### config.mk
export PLATFORM = sky130hd
export DESIGN_NAME = regfile_wr_arbiter
export DESIGN_NICKNAME = d
export VERILOG_FILES = /design/src/rtl/regfile_wr_arbiter.sv
export SDC_FILE = /design/constraint.sdc
export NUM_CORES = 1
export LEC_CHECK = 0
export BUFFER_PORTS_ARGS = -buffer_cell sky130_fd_sc_hd__clkbuf_2
export CAP_MARGIN = 20
export CELL_PAD_IN_SITES_DETAIL_PLACEMENT = 0
export CELL_PAD_IN_SITES_GLOBAL_PLACEMENT = 1
export CORE_MARGIN = 2
export CORE_UTILIZATION = 40
export DETAILED_ROUTE_END_ITERATION = 6
export PLACE_DENSITY_LB_ADDON = 0.1
export REMOVE_ABC_BUFFERS = 1
export SYNTH_ARGS = -nofsm -noshare
export SYNTH_HDL_FRONTEND = slang
export SYNTH_SLANG_ARGS = --single-unit
### constraint.sdc
create_clock -name clk -period 6.9 [get_ports clk]
set_input_delay 0.69 -clock clk [delete_from_list [all_inputs] [get_ports clk]]
set_output_delay 0.69 -clock clk [all_outputs]
set_load 0.005 [all_outputs]
### src/rtl/regfile_wr_arbiter.sv
// Arbitrates the register-file write port between ALU (A) and load (L) writeback.
// Each port has a one-entry buffer. Same-register writes drain in age order.
module regfile_wr_arbiter #(
  parameter int unsigned DATA_W = 16,
  parameter int unsigned REG_AW = 4,
  parameter bit          RR_EN  = 1'b1
) (
  input  logic                     clk,
  input  logic                     rst_n,
  input  logic                     flush,
  input  logic                     a_valid,
  output logic                     a_ready,
  input  logic [REG_AW-1:0]        a_reg,
  input  logic [DATA_W-1:0]        a_data,
  input  logic                     l_valid,
  output logic                     l_ready,
  input  logic [REG_AW-1:0]        l_reg,
  input  logic [DATA_W-1:0]        l_data,
  output logic                     WriteReg,
  output logic [REG_AW-1:0]        DstReg,
  output logic [DATA_W-1:0]        DstData,
  output logic [(2**REG_AW)-1:0]   pend_mask
);

  logic              a_v_q, a_v_d, l_v_q, l_v_d;
  logic [REG_AW-1:0] a_reg_q, a_reg_d, l_reg_q, l_reg_d;
  logic [DATA_W-1:0] a_data_q, a_data_d, l_data_q, l_data_d;
  logic              older_q, older_d;   // 1: L entry older than A entry
  logic              last_q, last_d;     // 1: L granted last
  logic              grant_a, grant_l;
  logic              a_cap, l_cap;

  always_comb begin
    grant_a = 1'b0;
    grant_l = 1'b0;
    if (!flush) begin
      if (a_v_q && l_v_q) begin
        if (a_reg_q == l_reg_q) begin
          grant_l = older_q;
          grant_a = ~older_q;
        end else if (RR_EN) begin
          grant_l = ~last_q;
          grant_a = last_q;
        end else begin
          grant_l = 1'b1;
        end
      end else begin
        grant_a = a_v_q;
        grant_l = l_v_q;
      end
    end
  end

  assign a_ready = rst_n & ~flush & (~a_v_q | grant_a);
  assign l_ready = rst_n & ~flush & (~l_v_q | grant_l);
  assign a_cap   = a_valid & a_ready & (a_reg != '0);
  assign l_cap   = l_valid & l_ready & (l_reg != '0);

  // A fresh capture is always younger than whatever survives in the other
  // buffer; a simultaneous capture on both ports makes L the older one.
  always_comb begin
    a_v_d    = a_v_q;
    a_reg_d  = a_reg_q;
    a_data_d = a_data_q;
    l_v_d    = l_v_q;
    l_reg_d  = l_reg_q;
    l_data_d = l_data_q;
    older_d  = older_q;
    last_d   = last_q;
    if (flush) begin
      a_v_d = 1'b0;
      l_v_d = 1'b0;
    end else begin
      if (grant_a) begin
        a_v_d  = 1'b0;
        last_d = 1'b0;
      end
      if (grant_l) begin
        l_v_d  = 1'b0;
        last_d = 1'b1;
      end
      if (a_cap) begin
        a_v_d    = 1'b1;
        a_reg_d  = a_reg;
        a_data_d = a_data;
        older_d  = 1'b1;
      end
      if (l_cap) begin
        l_v_d    = 1'b1;
        l_reg_d  = l_reg;
        l_data_d = l_data;
        if (!a_cap) older_d = 1'b0;
      end
    end
  end

  always_ff @(posedge clk or negedge rst_n) begin
    if (!rst_n) begin
      a_v_q    <= 1'b0;
      a_reg_q  <= '0;
      a_data_q <= '0;
      l_v_q    <= 1'b0;
      l_reg_q  <= '0;
      l_data_q <= '0;
      older_q  <= 1'b0;
      last_q   <= 1'b1;
    end else begin
      a_v_q    <= a_v_d;
      a_reg_q  <= a_reg_d;
      a_data_q <= a_data_d;
      l_v_q    <= l_v_d;
      l_reg_q  <= l_reg_d;
      l_data_q <= l_data_d;
      older_q  <= older_d;
      last_q   <= last_d;
    end
  end

  always_comb begin
    WriteReg = grant_a | grant_l;
    DstReg   = '0;
    DstData  = '0;
    if (grant_a) begin
      DstReg  = a_reg_q;
      DstData = a_data_q;
    end else if (grant_l) begin
      DstReg  = l_reg_q;
      DstData = l_data_q;
    end
  end

  always_comb begin
    pend_mask = '0;
    if (a_v_q) pend_mask[a_reg_q] = 1'b1;
    if (l_v_q) pend_mask[l_reg_q] = 1'b1;
  end

endmodule

# Word-level counts from Yosys, hierarchy flattened
# Index checks and enable logic that the tools add are counted.
# totals
ff_bits	44
input_bits	45
output_inout_bits	39
word_cells	66
# op_classes
order_cmp	4
eq_ne	1
muxes	26
bitwise_logic	16
reduce_logical	11
# op_table
op	n
$mux W16	4
$mux W1	18
$or A16 B16 Y16	1
$lt A4 B5 Y1 const B	2
$demux W1 S4	2
$ge A4 B1 Y1 const B	2
$mux W4	2
$reduce_bool A4 Y1	2
$and A1 B1 Y1	7
$reduce_and A2 Y1	3
$reduce_bool A3 Y1	2
$not A1 Y1	5
$eq A4 B4 Y1	1
$logic_and A1 B1 Y1	3
$or A1 B1 Y1	3
$reduce_bool A2 Y1	1

# Depth between registers and ports, before layout
# depth
ltp_word	11
ltp_mapped	6
depth_no_buf	5

# Worst setup path after synthesis
# OpenSTA, ideal clock, no wires.
# synth_path
kind	reg2out
start	reg a_reg_q[1]
end	out DstData[0]
t_arrival_ns	1.987
t_required_ns	6.210
setup_slack_ns	4.223
path_stages_with_launch	7
n_path_buf	1
cell_sequence	dfrtp_1 xor2_1 nor4_2 mux2i_2 o21ba_2 clkbuf_1 a22o_1
# synth_via
elab_chain_len	6
word_cells_on_any_way	9
classes_between	1 x eq/ne; 8 x mux
# synth_lines
element	line_no	text
start, declared	26	logic [REG_AW-1:0] a_reg_q, a_reg_d, l_reg_q, l_reg_d;
start signal, assigned	109	a_reg_q <= a_reg_d;
$eq A4 B4 Y1 *	38	if (a_reg_q == l_reg_q) begin
$mux W1	38	
$mux W1	37	if (a_v_q && l_v_q) begin
$mux W1	36	if (!flush) begin
$mux W16	126	end else if (grant_l) begin
$mux W16 *	123	if (grant_a) begin
end, declared	21	output logic [DATA_W-1:0] DstData,
# Mark *: on every way between the ends. The rest lies on a longest branch, timed or not.

# Final worst setup path
# layout_path
start	reg a_reg_q[1]
end	out DstData[9]
# The elaborated chain is that of the path after synthesis.

==> reports/qor.yml <==
sta:
  post-route-min-period_ns: 3.42
  relSlewSlack_pct: 28.7
  period_share_pct: 49.6
  setup_viol: 0
  tns_ns: 0
  max_freq_mhz: 292
  finalHoldViolations: 0
  rsz0062_at_grt: "false"
  slew_viol_final: 0
  layout_setup_ws_ns: 3.48
  finalClockSkew_ns: 0.00453
  worstMarginPinSlew_ns: 1.07
synth:
  synth_top_area_cell: "dfrtp_1"
  syn_inst: 174
  async_flop_share_pct: 100
  ys_seq_area_share_pct: 50.3
  synth_edf_count: 0
  ys.warnings.count: 0
  synthDistinctLibCells: 29
  synth.area.top_cells: "dfrtp_1 (49%), mux2_2 (20%), a22o_1 (8.0%), o22ai_1 (4.8%), xor2_1 (1.6%)"
  ys_seq_elements: 44
  synth.top_cell.area_share_pct: 49.1
  avgSynthCellArea_sq_um: 12.6
  synth_ff_type: "dfrtp_1"
  yosysMostFrequentCell: "dfrtp_1"
  synth_commonest_cells: "dfrtp_1 (43), mux2_2 (39), a22o_1 (20), o22ai_1 (17), nand2_1 (7)"
  netlist_area_sq_um: 2190
global_route:
  grt_overflow: 0
  grt_max_degree: 46
  antenna_found_initial: 0
  grt_use_total_pct: 17.4
  grt_pass1_wl_um: 8410
  grt_pass1_vias: 1737
flow_run:
  maxCapViolCount: 0
routing:
  vias: 1771
  drt-initial-drc-count: 52
  routed_wl_um: 5230
  ant_nets: 0
  first_pass_iters: 4
  via_per_inst: 5.43
  post_drt_wl_per_cell_um: 16.0
  drcViolationCount: 0
clocking:
  cts_htree_levels: 2
  postCtsHoldBufs: 0
  clk_path_buf_depth: 2
  insertion_delay_ns: 0.28
  cts_resized: 0
  tritoncts: "done"
  cts_inserted_buffers: 5
  clk_pin_slew_ns: 0.08
  cts-root-buf: "clkbuf_8"
  clock-sinks: 44
  post_cts_buffers: 0
worst_setup_path:
  path_class: "flip-flop to primary output"
  crit_path_start_kind: "flip-flop"
  cp-end-kind: "primary output"
  slowest_delay_ns: 0.84
  crit_fanout: 21
  cp_slowest_cell: "a21oi_2"
  path_buf_inv: 1
  crit_family: "compound AO/OA/AOI/OAI gates"
  crit_arrival_ns: 2.73
  cp_cell_sequence: "xor2_1 -> nor4_2 -> mux2i_2 -> a21oi_2 -> a22o_1 -> clkbuf_2"
  critPathRequiredTime_ns: 6.21
worst_hold_path:
  hp-class: "input port to async pin"
final_layout:
  multiInputGateArea_sq_um: 1030
  syn2layout_area_growth_pct: 24.8
  num_antenna_cells: 0
  finalNetCount: 301
  fillers: 506
  seq_area_sq_um: 1100
  drive_gt1_share_pct: 54.7
  finish.instance_area_sq_um: 2740
floorplan:
  die-area_sq_um: 6090
  die_h_um: 78.1
  rows: 26
  core_sq_um: 5200
  ios: 84
  die_x_um: 78.1
  start_util_pct: 42.1
pwr:
  leakage_nw: 1.29
  ir_worst_vdd_uv: 132
  powerDensity_nw_per_um2: 231
placed_design:
  detailed_place_hpwl_um: 3740
  dpl_worst_slack_ns: 3.75
  gp_congestion: 0.807
  io_buffers: 83
  post_dp_cell_area_sq_um: 2660
status:
  status: "completed"
layout by cell type (no fill, tap or decap), types with 4 or more instances in the layout:
cell type and count:
a22o_1 20, clkbuf_8 5, xor2_1 4, nand2_1 7, dfrtp_1 43, clkbuf_2 83
o22ai_1 17, mux2_2 39, nand3b_1 4, nand2b_1 4
final timing paths:
| kind | startpoint | to | slack [ns] | depth (start not counted) |
|---|---|---|---|---|
| max | a_reg_q[1] | DstData[9] | 3.48 | 6 |
| min | rst_n | a_data_q[15] | 0.47 | 2 |
| max reg2reg | a_reg_q[1] | l_data_q[1] | 3.98 | 5 |
| min reg2reg | a_data_q[0] | a_data_q[0] | 0.49 | 1 |
| max in group asynchronous | rst_n | l_data_q[11] | 6.05 | 2 |
| min in group clk | a_data_q[0] | a_data_q[0] | 0.49 | 1 |
layer usage:
metal,GRT usage [%],vias up,part of all wire [%]
li1,-,829,-
met1,22.9,868,44
met2,27.8,69,47
met3,5.29,5,7.7
met4,5.26,0,0.88
met5,0,-,0
worst register-to-register path: stages, from the launching register on:
cell and delay [ns]:
dfrtp_1 0.46, xor2_1 0.20, nor4_2 0.33, mux2i_2 0.50
o21a_1 0.88, mux2_2 0.43
logic make-up after synthesis:
family	synth area share (%)
DFF	50.3
xor gates and xnor gates	1.60
AOI/OAI and AO/OA	17.3
muxes	21.2
and+or+nand+nor	6.62
buffers and inverters	3.08
final cells by class:
cell class / instances / area share [%]
tap: 70 / 3.20
sequential: 44 / 40.3
clock inverter: 1 / 0.183
inverter: 3 / 0.412
multi-input combinational: 117 / 37.5
timing repair buffer: 85 / 15.7
clock buffer: 6 / 2.65
stage by stage:
stage | utilization, % | hold slack (ns) | total power, mW | std cells
after detailed placement | 51.1 | 0.480 | 0.493 | 319
after global placement | 51.1 | 0.472 | 0.489 | 319
after floorplan | - | 0.394 | 0.438 | 164
final | 52.6 | 0.471 | 0.632 | 326
after global routing | 52.6 | 0.511 | 0.675 | 326
after CTS | 52.6 | 0.496 | 0.641 | 326
flip-flops by register name, summed over array words and instances (netlist names):
name      cells
a_v_q         1
last_q        1
a_data_q     16
l_reg_q       4
older_q       1
l_data_q     16
l_v_q         1
a_reg_q       4
power breakdown:
part / internal, mW / leakage (nW) / switching, mW / total [mW]
logic: 0.0765 / 0.728 / 0.0594 / 0.136
clock network: 0.0688 / 0.0410 / 0.0772 / 0.146
registers: 0.309 / 0.523 / 0.0409 / 0.350
total: 0.455 / 1.29 / 0.178 / 0.632
No activity file was read; power rests on OpenSTA's default activity.
